$ cat src/rtl/game_pkg.sv
// Shared types and constants for the game screen sequencer: screen states, powerup codes
// and the powerup LFSR.
package game_pkg;

   typedef enum logic [2:0] {
      StLogo,
      StGetReady,
      StPlay,
      StTimesUp,
      StLeader
   } screen_e;

   localparam logic [1:0] PuSnitch     = 2'd0;
   localparam logic [1:0] PuTimeTurner = 2'd1;
   localparam logic [1:0] PuLightning  = 2'd2;
   localparam logic [1:0] PuBroom      = 2'd3;

   localparam logic [3:0] LfsrSeed = 4'b1001;

   // x^4 + x^3 + 1, shifting towards the MSB.
   function automatic logic [3:0] lfsr_next(input logic [3:0] s);
      return {s[2:0], s[3] ^ s[2]};
   endfunction

   // One-hot powerup flags {broom, lightning, time_turner, snitch}.
   function automatic logic [3:0] pu_onehot(input logic [1:0] code, input logic two_player);
      logic [1:0] sel;
      sel = (two_player && (code == PuSnitch)) ? PuBroom : code;
      return 4'b0001 << sel;
   endfunction

endpackage

$ cat src/rtl/frame_timer.sv
// Frame and second tick generator: detects the falling edge of registered vertical sync and
// divides frames down to game seconds.
module frame_timer #(
   parameter int unsigned FRAMES_PER_SEC = 60
) (
   input  logic iVGA_CLK,
   input  logic iRST_n,
   input  logic vs_i,
   input  logic clear_i,
   output logic frame_tick_o,
   output logic sec_tick_o
);

   localparam int unsigned CntW = (FRAMES_PER_SEC > 1) ? $clog2(FRAMES_PER_SEC) : 1;

   logic            vs_q, vs_qq;
   logic [CntW-1:0] cnt_q, cnt_d;

   assign frame_tick_o = vs_qq & ~vs_q;
   assign sec_tick_o   = frame_tick_o && (cnt_q == CntW'(FRAMES_PER_SEC - 1));

   always_comb begin
      cnt_d = cnt_q;
      if (clear_i || sec_tick_o) begin
         cnt_d = '0;
      end else if (frame_tick_o) begin
         cnt_d = cnt_q + CntW'(1);
      end
   end

   // Sync history resets low so a high iVS at reset release is not seen as an edge.
   always_ff @(posedge iVGA_CLK or negedge iRST_n) begin
      if (!iRST_n) begin
         vs_q  <= 1'b0;
         vs_qq <= 1'b0;
         cnt_q <= '0;
      end else begin
         vs_q  <= vs_i;
         vs_qq <= vs_q;
         cnt_q <= cnt_d;
      end
   end

endmodule

$ cat src/rtl/game_screen_sequencer.sv
// Game screen sequencer: LOGO -> GET_READY -> PLAY -> TIMES_UP -> LEADER, paced by frame ticks.
// Define GAME_SCREEN_POWERUP_EN to build the LFSR-driven powerup scheduler.
module game_screen_sequencer
   import game_pkg::*;
#(
   parameter int unsigned FRAMES_PER_SEC  = 60,
   parameter int unsigned READY_SEC       = 3,
   parameter int unsigned PLAY_SEC        = 60,
   parameter int unsigned TIMES_UP_SEC    = 3,
   parameter int unsigned LEADER_SEC      = 10,
   parameter int unsigned PU_PERIOD_SEC   = 10,
   parameter int unsigned PU_DURATION_SEC = 5
) (
   input  logic       iVGA_CLK,
   input  logic       iRST_n,
   input  logic       iVS,
   input  logic       start_btn,
   input  logic       two_player_sel,
   input  logic       house_valid,
   output logic       logo,
   output logic       get_ready,
   output logic       play,
   output logic       times_up,
   output logic       leaderboard,
   output logic       two_player_mode,
   output logic       snitch_powerup,
   output logic       time_turner_powerup,
   output logic       lightning_powerup,
   output logic       broom_powerup,
   output logic [6:0] time_left
);

   if (PLAY_SEC == 0 || PLAY_SEC > 127) begin : g_bad_play_sec
      $error("PLAY_SEC must be in 1..127");
   end
   if (PU_DURATION_SEC >= PU_PERIOD_SEC) begin : g_bad_pu_timing
      $error("PU_DURATION_SEC must be less than PU_PERIOD_SEC");
   end

   screen_e     state_q, state_d;
   logic        state_chg;
   logic        frame_tick, sec_tick;
   logic        start_q, start_edge;
   logic        start_pend_q, start_pend_d;
   logic        two_d;
   logic [6:0]  tl_q, tl_d;
   logic [15:0] sec_cnt_q, sec_cnt_d;

   frame_timer #(
      .FRAMES_PER_SEC(FRAMES_PER_SEC)
   ) u_frame_timer (
      .iVGA_CLK    (iVGA_CLK),
      .iRST_n      (iRST_n),
      .vs_i        (iVS),
      .clear_i     (state_chg),
      .frame_tick_o(frame_tick),
      .sec_tick_o  (sec_tick)
   );

   assign start_edge = start_btn & ~start_q;
   assign state_chg  = (state_d != state_q);
   assign time_left  = tl_q;

   always_comb begin
      state_d = state_q;
      if (frame_tick) begin
         case (state_q)
            StLogo:     if (start_pend_q && house_valid) state_d = StGetReady;
            StGetReady: if (sec_tick && sec_cnt_q == 16'(READY_SEC - 1)) state_d = StPlay;
            StPlay:     if (sec_tick && tl_q == 7'd1) state_d = StTimesUp;
            StTimesUp:  if (sec_tick && sec_cnt_q == 16'(TIMES_UP_SEC - 1)) state_d = StLeader;
            StLeader: begin
               if (start_pend_q || (sec_tick && sec_cnt_q == 16'(LEADER_SEC - 1))) begin
                  state_d = StLogo;
               end
            end
            default:    state_d = StLogo;
         endcase
      end
   end

   always_comb begin
      sec_cnt_d    = sec_cnt_q;
      start_pend_d = start_pend_q;
      two_d        = two_player_mode;
      tl_d         = tl_q;
      if (state_chg) begin
         sec_cnt_d    = '0;
         start_pend_d = 1'b0;
      end else begin
         if (sec_tick) sec_cnt_d = sec_cnt_q + 16'd1;
         // Presses are only remembered where they can act.
         if (start_edge && (state_q == StLogo || state_q == StLeader)) start_pend_d = 1'b1;
      end
      if (state_q == StLogo && state_d == StGetReady) two_d = two_player_sel;
      if (state_d != StPlay) begin
         tl_d = '0;
      end else if (state_q != StPlay) begin
         tl_d = 7'(PLAY_SEC);
      end else if (sec_tick && tl_q != '0) begin
         tl_d = tl_q - 7'd1;
      end
   end

   always_ff @(posedge iVGA_CLK or negedge iRST_n) begin
      if (!iRST_n) begin
         state_q         <= StLogo;
         start_q         <= 1'b0;
         start_pend_q    <= 1'b0;
         sec_cnt_q       <= '0;
         tl_q            <= '0;
         two_player_mode <= 1'b0;
         logo            <= 1'b1;
         get_ready       <= 1'b0;
         play            <= 1'b0;
         times_up        <= 1'b0;
         leaderboard     <= 1'b0;
      end else begin
         state_q         <= state_d;
         start_q         <= start_btn;
         start_pend_q    <= start_pend_d;
         sec_cnt_q       <= sec_cnt_d;
         tl_q            <= tl_d;
         two_player_mode <= two_d;
         logo            <= (state_d == StLogo);
         get_ready       <= (state_d == StGetReady);
         play            <= (state_d == StPlay);
         times_up        <= (state_d == StTimesUp);
         leaderboard     <= (state_d == StLeader);
      end
   end

`ifdef GAME_SCREEN_POWERUP_EN
   logic [3:0]  lfsr_q, lfsr_d;
   logic [15:0] pu_cnt_q, pu_cnt_d;
   logic [15:0] pu_left_q, pu_left_d;
   logic [3:0]  pu_q, pu_d;
   logic        in_play, launch;

   // A launch on the exiting sec_tick is dropped because in_play is already false.
   assign in_play = (state_q == StPlay) && (state_d == StPlay);
   assign launch  = in_play && sec_tick && (pu_cnt_q == 16'(PU_PERIOD_SEC - 1));

   always_comb begin
      lfsr_d    = frame_tick ? lfsr_next(lfsr_q) : lfsr_q;
      pu_cnt_d  = pu_cnt_q;
      pu_left_d = pu_left_q;
      pu_d      = pu_q;
      if (!in_play) begin
         pu_cnt_d  = '0;
         pu_left_d = '0;
         pu_d      = '0;
      end else if (sec_tick) begin
         pu_cnt_d = launch ? '0 : pu_cnt_q + 16'd1;
         if (launch) begin
            pu_d      = pu_onehot(lfsr_q[1:0], two_player_mode);
            pu_left_d = 16'(PU_DURATION_SEC);
         end else if (pu_left_q != '0) begin
            pu_left_d = pu_left_q - 16'd1;
            if (pu_left_q == 16'd1) pu_d = '0;
         end
      end
   end

   always_ff @(posedge iVGA_CLK or negedge iRST_n) begin
      if (!iRST_n) begin
         lfsr_q    <= LfsrSeed;
         pu_cnt_q  <= '0;
         pu_left_q <= '0;
         pu_q      <= '0;
      end else begin
         lfsr_q    <= lfsr_d;
         pu_cnt_q  <= pu_cnt_d;
         pu_left_q <= pu_left_d;
         pu_q      <= pu_d;
      end
   end

   assign snitch_powerup      = pu_q[PuSnitch];
   assign time_turner_powerup = pu_q[PuTimeTurner];
   assign lightning_powerup   = pu_q[PuLightning];
   assign broom_powerup       = pu_q[PuBroom];
`else
   assign snitch_powerup      = 1'b0;
   assign time_turner_powerup = 1'b0;
   assign lightning_powerup   = 1'b0;
   assign broom_powerup       = 1'b0;
`endif

endmodule
$ cat config.mk
export PLATFORM = sky130hd
export DESIGN_NAME = game_screen_sequencer
export DESIGN_NICKNAME = d
export VERILOG_FILES = /design/src/rtl/game_pkg.sv /design/src/rtl/frame_timer.sv /design/src/rtl/game_screen_sequencer.sv
export SDC_FILE = /design/constraint.sdc
export NUM_CORES = 1
export LEC_CHECK = 0
export ABC_AREA = 1
export CORE_MARGIN = 1.5
export CORE_UTILIZATION = 61
export CTS_CLUSTER_SIZE = 14
export DETAILED_ROUTE_END_ITERATION = 10
export HOLD_SLACK_MARGIN = 0.02
export PLACE_DENSITY = 0.84
export SETUP_SLACK_MARGIN = 0.1
export SYNTH_ARGS = -nofsm -noshare
export SYNTH_HDL_FRONTEND = slang
export SYNTH_SLANG_ARGS = --single-unit
$ cat constraint.sdc
create_clock -name iVGA_CLK -period 4.52 [get_ports iVGA_CLK]
set_input_delay 0.452 -clock iVGA_CLK [delete_from_list [all_inputs] [get_ports iVGA_CLK]]
set_output_delay 0.452 -clock iVGA_CLK [all_outputs]
set_load 0.02 [all_outputs]
==> out/metrics.yaml <==
run_status: "complete, no violations"
ys_seq_area_frac: 0.4340
numCtsBuffers: 5
fmaxAchievable_mhz: 473.4
detailed_place_hpwl_mm: 3.203
overflow: 0
route.antenna.remaining_nets: 0
grt_antenna_before_repair: 0
finalCritPeriodShare: 0.4674
postSynthRegisterBits: 42
cts_setup_buffers: 0
synthDominantAreaCellType: "sky130_fd_sc_hd__dfrtp_1"
clk_transition_reported_paths_ps: 80
groute.usage.overall: 0.2283
reg2regPathDepth: 12
die_y_um: 66.05
cts-hold-fix-buffers: 0
clock_sinks: 42
drive_above_1_share: 0.1090
timing.clock.skew_ps: 5.750
grt_max_degree: 43
clock_tree.htree_level_count: 2
seq_power_share: 0.478
total_negative_slack_ps: 0
post_cts_sizing: 0
cpMaxStageDelayCell: "sky130_fd_sc_hd__dfrtp_1"
fillers: 302
final_nets: 333
timing.critical_path.to_type: "register"
power_report.internal_total_mw: 0.6082
die_w_um: 66.05
rsz0062_at_grt: "no"
most-common-layout-cells: "55 x sky130_fd_sc_hd__nand2_1, 47 x sky130_fd_sc_hd__nor2_1, 41 x sky130_fd_sc_hd__dfrtp_1, 35 x sky130_fd_sc_hd__inv_1, 21 x sky130_fd_sc_hd__nand3_1"
total_iterations_of_the_first_detailed_routing_run: 6
drt-initial-drc-count: 95
timing.critical_path.max_delay_family: "simple AND/OR/NAND/NOR gates"
total_leakage_power_nw: 1.255
hold_path_class: "in2async"
required_ps: 4730
postSynth.asyncResetShare: 1.000
gp_congestion: 0.9495
diodes: 0
critical_path_peak_fanout: 6
cp.buffers_inverters: 1
wl_mm: 4.421
powerDensity_nw_per_um2: 331.8
synth_largest_type_area_fraction: 0.4231
design.die.area_um2: 4363
avgSynthCellArea_um2: 8.083
grt_pass1_wl_mm: 7.617
reg_to_reg_critical_path_startpoint: "sec_cnt_q[0]"
synth.cell_area_um2: 2425
critical_path.startpoint: "sec_cnt_q[0]"
worstMarginPinSlew_ps: 914.2
timing.max_cap.violations: 0
post-place-cells: 361
viasPerCell: 5.206
dr_total_vias: 1921
clockRootBuffer: "sky130_fd_sc_hd__clkbuf_8"
hold_viol: 0
area.sequential_um2: 1052
number_of_core_rows: 22
clock_power_share: 0.277
post_synth_main_area_contributors: "sky130_fd_sc_hd__dfrtp_1 42%, sky130_fd_sc_hd__nand2_1 8.5%, sky130_fd_sc_hd__nor2_1 7.3%, sky130_fd_sc_hd__inv_1 5.4%, sky130_fd_sc_hd__nand3_1 4.3%"
clock_insertion_delay_worst_skew_ps: 290
final_common_cell: "sky130_fd_sc_hd__nand2_1"
area_of_combinational_cells_with_multiple_inputs_um2: 1165
place.port_buffers: 18
netSwitchingFraction: 0.3194
cp_data_arrival_time_ps: 2320
detail_route.drc_violations: 0
vdd_ir_drop_max_mv: 0.2263
ys_dominant_reg_cell: "sky130_fd_sc_hd__dfrtp_1"
wl_per_cell_um: 11.98
critPathKind: "reg2reg"
final_cell_count_no_fill: 369
crit_path_cell_trace: "inv_1, ha_1, nand3_1, nor2_2, nand3_1, nand2_1, nand3_2, nand2_2, nand2_4, nor2_4, nand2_2, o21ai_1"
finalMaxSlewViolations: 0
clock_tree_from_tritoncts: "built"
synth_enable_flop_cells: 0
post_synth_inst_count: 300
comb_power_share: 0.245
io_pins: 23
post_synth_num_cell_types: 34
start_kind: "register"
cts_buffer_depth: 2
vias_in_the_first_global_route: 1795
slew-limit-headroom: 0.3905
period_minus_slack_ps: 2112
timing.critical_path.slowest_cell_delay_ps: 440
setup_viols_final: 0
p_switching_mw: 0.2855
critical_path_cell_count: 12
synth-warning-count: 0
floorplan.core_area_um2: 3744
starting_density: 0.6477
area_delta_synth_final_pct: 11.09
## synth_stat cells (3+ instances only)
master                    instances
sky130_fd_sc_hd__nand3_2          3
sky130_fd_sc_hd__xnor2_1          4
sky130_fd_sc_hd__ha_1             7
sky130_fd_sc_hd__inv_2            4
sky130_fd_sc_hd__nor2_2           4
sky130_fd_sc_hd__nor2_4           4
sky130_fd_sc_hd__nand4_1          7
sky130_fd_sc_hd__inv_1           35
sky130_fd_sc_hd__nor2_1          47
sky130_fd_sc_hd__nand2_1         55
sky130_fd_sc_hd__xor2_1          12
sky130_fd_sc_hd__o21ai_0          7
sky130_fd_sc_hd__nor3_1          12
sky130_fd_sc_hd__nand3_1         21
sky130_fd_sc_hd__buf_6            3
sky130_fd_sc_hd__buf_4            4
sky130_fd_sc_hd__a21oi_1          9
sky130_fd_sc_hd__dfrtp_1         41
sky130_fd_sc_hd__nand2_2          5
## cell families (layout without fill, tap and decap cells)
family,after synthesis,in the layout,synth area share
AND/OR/NAND/NOR,166,166,0.3359
XOR/XNOR,16,16,0.05779
adder cells (fa/ha/maj),7,7,0.03612
buffers and inverters,48,66,0.09030
flip-flops,42,42,0.4340
AO/OA/AOI/OAI,20,20,0.04437
other,1,4,0.001547
## per-stage QoR
stage	utilization	hold slack, ps	total power, mW	cell area [µm²]	worst slack (ps)
after global placement	0.6952	412.5	0.6497	2603	2497
final	0.7196	287.4	0.8937	2694	2408
after detailed placement	0.6952	418.2	0.6531	2603	2447
after floorplan	-	156.4	0.5830	2436	2762
after global routing	0.7196	366.3	0.9463	2694	2203
after CTS	0.7196	315.9	0.8993	2694	2434
## power groups by stage
stage	registers, mW	clock network, mW	logic, mW
after global routing	0.432	0.266	0.248
final	0.428	0.247	0.219
after global placement	0.434	0	0.216
after CTS	0.428	0.252	0.220
after floorplan	0.456	0	0.127
after detailed placement	0.435	0	0.219
## layout make-up
class / instances / area share
multi-input cells: 213 / 0.4324
flip-flops and latches: 42 / 0.3906
repair buffers: 18 / 0.06503
inverters: 40 / 0.05574
clock buffers: 7 / 0.03205
well taps: 48 / 0.02229
clock inverters: 1 / 0.001858
## worst paths after layout
path / endpoint / slack, ps
max: time_left[0] / 2410
min: sec_cnt_q[7] / 290
max reg2reg: time_left[0] / 2410
min reg2reg: u_frame_timer.vs_qq / 430
max in group asynchronous: state_q[1] / 3660
min in group iVGA_CLK: u_frame_timer.vs_qq / 430
## flip-flops by register name, summed over array words and instances, names as in the netlist, 3 cells and up
name	cells
sec_cnt_q	16
u_frame_timer.cnt_q	6
state_q	3
time_left	7
## routing by layer
layer  global-route usage  part of all wire  routed length, µm
met1               0.2927              0.47               2075
met3              0.05281             0.031                137
met5                    0                 0                  0
met2               0.3662              0.48               2139
met4               0.1071             0.016                 69
Power figures use the tool's default switching activity.
